## src/rtl/subneg_loader.sv

```systemverilog
// subneg_loader: pin-driven program loader for the subneg CPU core.
// Receives an image word-by-word on ld_data with a slow strobe handshake,
// writes it into the core memory and holds the core stopped until done.
// Optional feature macro: SUBNEG_LOADER_CHECKSUM_EN (adds a trailing
// checksum word and the CHECK state).
module subneg_loader #(
    parameter int ADDR_W    = 5,
    parameter int DATA_W    = 5,
    parameter int MEM_WORDS = 22
) (
    input  logic              clk,
    input  logic              rst_n,
    input  logic [DATA_W-1:0] ld_data,
    input  logic              ld_mode,
    input  logic              ld_strobe,
    output logic              mem_we,
    output logic [ADDR_W-1:0] mem_addr,
    output logic [DATA_W-1:0] mem_wdata,
    output logic              cpu_run,
    output logic              ld_busy,
    output logic              ld_error
);

`ifdef SUBNEG_LOADER_CHECKSUM_EN
    typedef enum logic [2:0] {
        ST_IDLE  = 3'd0,
        ST_LOAD  = 3'd1,
        ST_CHECK = 3'd2,
        ST_RUN   = 3'd3,
        ST_ERROR = 3'd4
    } state_t;
`else
    typedef enum logic [2:0] {
        ST_IDLE  = 3'd0,
        ST_LOAD  = 3'd1,
        ST_RUN   = 3'd3,
        ST_ERROR = 3'd4
    } state_t;
`endif

    localparam logic [ADDR_W-1:0] LAST_ADDR   = ADDR_W'(MEM_WORDS - 1);
    localparam logic [ADDR_W-1:0] ADDR_ONE    = ADDR_W'(1);
    localparam logic [1:0]        SETTLE_LAST = 2'd3;

    // Modulo-2^DATA_W running checksum step.
    function automatic logic [DATA_W-1:0] sum_add(input logic [DATA_W-1:0] a,
                                                   input logic [DATA_W-1:0] b);
        return a + b;
    endfunction

    state_t            state_r;
    state_t            next_s;
    logic [2:0]        mode_sync_r;
    logic [2:0]        strb_sync_r;
    logic [1:0]        settle_r;
    logic [ADDR_W-1:0] addr_r;
`ifdef SUBNEG_LOADER_CHECKSUM_EN
    logic [DATA_W-1:0] sum_r;
`endif
    logic              mode_s;
    logic              mode_rise_s;
    logic              rise_s;
    logic              wr_s;
    logic              load_entry_s;
    logic              run_nx_s;
    logic              busy_nx_s;
    logic              err_nx_s;

    // Synchronise the asynchronous mode and strobe pins.
    always_ff @(posedge clk) begin
        if (!rst_n) begin
            mode_sync_r <= 3'b000;
            strb_sync_r <= 3'b000;
        end else begin
            mode_sync_r <= {mode_sync_r[1:0], ld_mode};
            strb_sync_r <= {strb_sync_r[1:0], ld_strobe};
        end
    end

    assign mode_s      = mode_sync_r[1];
    assign mode_rise_s = mode_sync_r[1] & ~mode_sync_r[2];
    assign rise_s      = strb_sync_r[1] & ~strb_sync_r[2];
    assign wr_s        = (state_r == ST_LOAD) && mode_s && rise_s;
    assign load_entry_s = (next_s == ST_LOAD) && (state_r != ST_LOAD);

    // Settle counter: lets the mode synchroniser fill before IDLE decides.
    always_ff @(posedge clk) begin
        if (!rst_n) begin
            settle_r <= 2'd0;
        end else if ((state_r == ST_IDLE) && (settle_r != SETTLE_LAST)) begin
            settle_r <= settle_r + 2'd1;
        end else begin
            settle_r <= settle_r;
        end
    end

    // FSM state register.
    always_ff @(posedge clk) begin
        if (!rst_n) begin
            state_r <= ST_IDLE;
        end else begin
            state_r <= next_s;
        end
    end

    // FSM next-state logic; abort (mode low) overrides any strobe.
    always_comb begin
        next_s = state_r;
        case (state_r)
            ST_IDLE: begin
                if (settle_r == SETTLE_LAST) begin
                    next_s = mode_s ? ST_LOAD : ST_RUN;
                end else begin
                    next_s = ST_IDLE;
                end
            end
            ST_LOAD: begin
                if (!mode_s) begin
                    next_s = ST_ERROR;
                end else if (rise_s && (addr_r == LAST_ADDR)) begin
`ifdef SUBNEG_LOADER_CHECKSUM_EN
                    next_s = ST_CHECK;
`else
                    next_s = ST_RUN;
`endif
                end else begin
                    next_s = ST_LOAD;
                end
            end
`ifdef SUBNEG_LOADER_CHECKSUM_EN
            ST_CHECK: begin
                if (!mode_s) begin
                    next_s = ST_ERROR;
                end else if (rise_s) begin
                    next_s = (ld_data == sum_r) ? ST_RUN : ST_ERROR;
                end else begin
                    next_s = ST_CHECK;
                end
            end
`endif
            ST_RUN, ST_ERROR: begin
                if (mode_rise_s) begin
                    next_s = ST_LOAD;
                end else begin
                    next_s = state_r;
                end
            end
            default: next_s = ST_IDLE;
        endcase
    end

    // FSM output decode from the next state, so flags move with the state.
    always_comb begin
        run_nx_s  = 1'b0;
        busy_nx_s = 1'b0;
        err_nx_s  = 1'b0;
        case (next_s)
            ST_LOAD:  busy_nx_s = 1'b1;
`ifdef SUBNEG_LOADER_CHECKSUM_EN
            ST_CHECK: busy_nx_s = 1'b1;
`endif
            ST_RUN:   run_nx_s  = 1'b1;
            ST_ERROR: err_nx_s  = 1'b1;
            default: begin
                run_nx_s  = 1'b0;
                busy_nx_s = 1'b0;
                err_nx_s  = 1'b0;
            end
        endcase
    end

    // Registered state flags.
    always_ff @(posedge clk) begin
        if (!rst_n) begin
            cpu_run  <= 1'b0;
            ld_busy  <= 1'b0;
            ld_error <= 1'b0;
        end else begin
            cpu_run  <= run_nx_s;
            ld_busy  <= busy_nx_s;
            ld_error <= err_nx_s;
        end
    end

    // Write datapath: address counter, checksum and the memory write port.
    always_ff @(posedge clk) begin
        if (!rst_n) begin
            mem_we    <= 1'b0;
            mem_addr  <= '0;
            mem_wdata <= '0;
            addr_r    <= '0;
`ifdef SUBNEG_LOADER_CHECKSUM_EN
            sum_r     <= '0;
`endif
        end else begin
            mem_we <= 1'b0;
            if (load_entry_s) begin
                addr_r <= '0;
`ifdef SUBNEG_LOADER_CHECKSUM_EN
                sum_r  <= '0;
`endif
            end else if (wr_s) begin
                mem_we    <= 1'b1;
                mem_addr  <= addr_r;
                mem_wdata <= ld_data;
                // Saturate: the state leaves LOAD at the last word anyway.
                addr_r    <= (addr_r == LAST_ADDR) ? addr_r : addr_r + ADDR_ONE;
`ifdef SUBNEG_LOADER_CHECKSUM_EN
                sum_r     <= sum_add(sum_r, ld_data);
`endif
            end
        end
    end

endmodule

```

## config.mk

```make
export PLATFORM = sky130hd
export DESIGN_NAME = subneg_loader
export DESIGN_NICKNAME = d
export VERILOG_FILES = /design/src/rtl/subneg_loader.sv
export SDC_FILE = /design/constraint.sdc
export NUM_CORES = 1
export LEC_CHECK = 0
export CAP_MARGIN = 20
export CORE_MARGIN = 4
export CORE_UTILIZATION = 47
export CTS_BUF_LIST = sky130_fd_sc_hd__clkbuf_8
export CTS_CLUSTER_DIAMETER = 100
export DETAILED_ROUTE_END_ITERATION = 12
export PLACE_DENSITY = 0.78
export SLEW_MARGIN = 20
export SYNTH_ARGS = -nofsm -noshare
export SYNTH_HDL_FRONTEND = slang
export SYNTH_SLANG_ARGS = --single-unit
```

## constraint.sdc

```tcl
create_clock -name clk -period 1.5 [get_ports clk]
set_input_delay 0.375 -clock clk [delete_from_list [all_inputs] [get_ports clk]]
set_output_delay 0.375 -clock clk [all_outputs]
set_load 0.05 [all_outputs]
```

==> metrics.csv <==
metric;value;unit
status;complete, but fails checks;
violations;setup timing;
clk_path_buf_depth;2;
most-common-layout-cells;dfxtp_1, nor2_1, buf_4;
multiInputGateArea;609.3;sq um
die_area;3422;sq um
rsz0062_at_grt;yes;
syn_inst;112;
synth_top_area_share;50.10;%
netlist-cell-type-count;36;
path_cells;ha_4 -> or3b_4 -> buf_4 -> a21o_1 -> a21oi_2 -> o221a_4;
final_area;1889;sq um
clk_latency;0.29;ns
ff_latch_area;605.6;sq um
final_common_cell;dfxtp_1;
fin_ws;-0.1346;ns
drv_slew;0;
hpwl;1.723;mm
ir_worst_vdd;1360;uV
row_count;18;
layout.filler_cells;140;
dpl_cell_area;1694;sq um
portBuffers;22;
synthTopCellsByArea;dfxtp_1, mux2i_1, nor2_1, and2_1, ha_1;
cts_inserted_buffers;5;
grt_max_degree;18;
cts-root-buf;clkbuf_8;
ys_seq_elements;30;
routed_wl;2.808;mm
antenna_found_initial;0;
cp-startpoint;settle_r[0];
leakage;0.8348;nW
cpPeakStageDelay;0.38;ns
n_antenna_cell;0;
power_density;1057;nW/um^2
period_needed;1.635;ns
area.growth.synth_to_final;57.62;%
antenna_left;0;
fin_nets;170;
tightest_slew;0.2935;ns
tritoncts;built;
start_util;48.83;%
power;1.997;mW
crit_path_max_fanout;2;
drv_cap;0;
fin_tns_setup;-0.2662;ns
via_count;1015;
core;2455;sq um
min_period_over_period;109.0;%
drive_above_1_share;38.36;%
cp.required;1.74;ns
grt_pass1_wl;4.353;mm
yosysSeqAreaShare;50.10;%
dr.pass1.iters;4;
synth_area_per_cell;10.70;sq um
max-slew-margin-rel;80.39;%
cp.buffers_inverters;1;
io_pins;23;
place_ws;-0.1912;ns
ctsHtreeMaxLevel;2;
remaining_drc_errors;0;
syn_area;1199;sq um
hold_buffers;0;
yosysTopAreaCell;dfxtp_1;
hold_start;strb_sync_r[0];
drtIter0Drc;19;
yosysWarnings;0;
wl_per_cell;14.86;microns
cts.sinks;30;
critical-path-top-delay-family;compound AO/OA/AOI/OAI gates;
finalSetupViolations;6;
dieWidth;58.50;microns
fmax;0.6118;GHz
async_flop_share;0;%
grt_usage;17.49;%
crit_path_top_delay_cell;or3b_4;
worst_ep_arrival_time;1.87;ns
die_h;58.50;microns
end_kind;register;
synthesis.nets;124;
worstSetupPathType;register to register;
gp_congestion;0.8622;
grt-ovfl-total;0;
hold_violations;0;
r2r_start;settle_r[0];
routed_via_density;5.370;
path_clk_slew;0.06;ns
fin_util;76.96;%
synth_edf_count;0;
synthFlopType;dfxtp_1;
skew;0.005225;ns
min_path_type;register to register;
critPathLaunchType;register;
grt_pass1_vias;991;
flip-flops by register name, summed over array words and instances (netlist names), 2 cells and up:
register and flops:
addr_r 5, mem_addr 5, mem_wdata 5, mode_sync_r 3, settle_r 2, state_r 3
strb_sync_r 3
synth_stat cells (2+ instances only):
library cell,count
a211oi_1,2
mux2i_1,10
buf_2,2
xnor2_1,3
nand3_1,2
xor2_1,2
dfxtp_1,30
a21oi_1,2
and2_1,6
nor2_1,22
ha_1,3
nand2_1,4
stage by stage:
stage	cells	hold WS [ns]
after floorplan	112	0.4118
after global placement	174	0.4145
after detailed placement	174	0.4293
after CTS	186	0.4445
after global routing	189	0.4550
final	189	0.4407
final timing paths:
check        slack (ns)  depth (start not counted)             end
max               -0.13                          6         ld_busy
min                0.44                          1  strb_sync_r[1]
max reg2reg       -0.13                          6         ld_busy
min reg2reg        0.44                          1  strb_sync_r[1]
cell type report:
type | count | share of cell area (%)
Sequential cell | 30 | 32.05
Timing Repair Buffer | 43 | 28.28
Clock inverter | 2 | 0.6623
Multi-Input combinational cell | 76 | 32.25
Tap cell | 30 | 1.987
Inverter | 2 | 0.3974
Clock buffer | 6 | 4.371
cell families (layout without fill, tap and decap cells):
| family | Yosys count | after routing | share of synthesized area, % |
|---|---|---|---|
| mux | 11 | 11 | 9.290 |
| compound gates | 12 | 12 | 10.65 |
| flops | 30 | 30 | 50.10 |
| simple gates | 45 | 45 | 20.46 |
| buf+inv | 6 | 53 | 2.713 |
| fa+ha+maj | 3 | 3 | 3.132 |
| xor+xnor | 5 | 5 | 3.654 |
per-layer routing:
metal / vias up / GRT usage (%) / routed length (microns)
li1: 479 / - / -
met1: 496 / 16.83 / 1047
met2: 30 / 30.30 / 1495
met3: 10 / 5.921 / 171
met4: 0 / 13.58 / 94
met5: - / 0 / 0
repair_timing:
action,in CTS,in global routing
pin swaps,6,5
endpoints found under the hold margin,0,0
setup buffers,4,3
endpoints found under the setup margin,6,8
gates resized for setup,4,6
power by group:
| part | total [mW] | internal, mW | switching (mW) | leakage, nW |
|---|---|---|---|---|
| logic | 0.431 | 0.247 | 0.183 | 0.543 |
| clock network | 0.675 | 0.368 | 0.307 | 0.0472 |
| registers | 0.892 | 0.850 | 0.0421 | 0.245 |
| total | 2.00 | 1.46 | 0.533 | 0.835 |
Note: power is estimated with default switching activity, not from simulation.
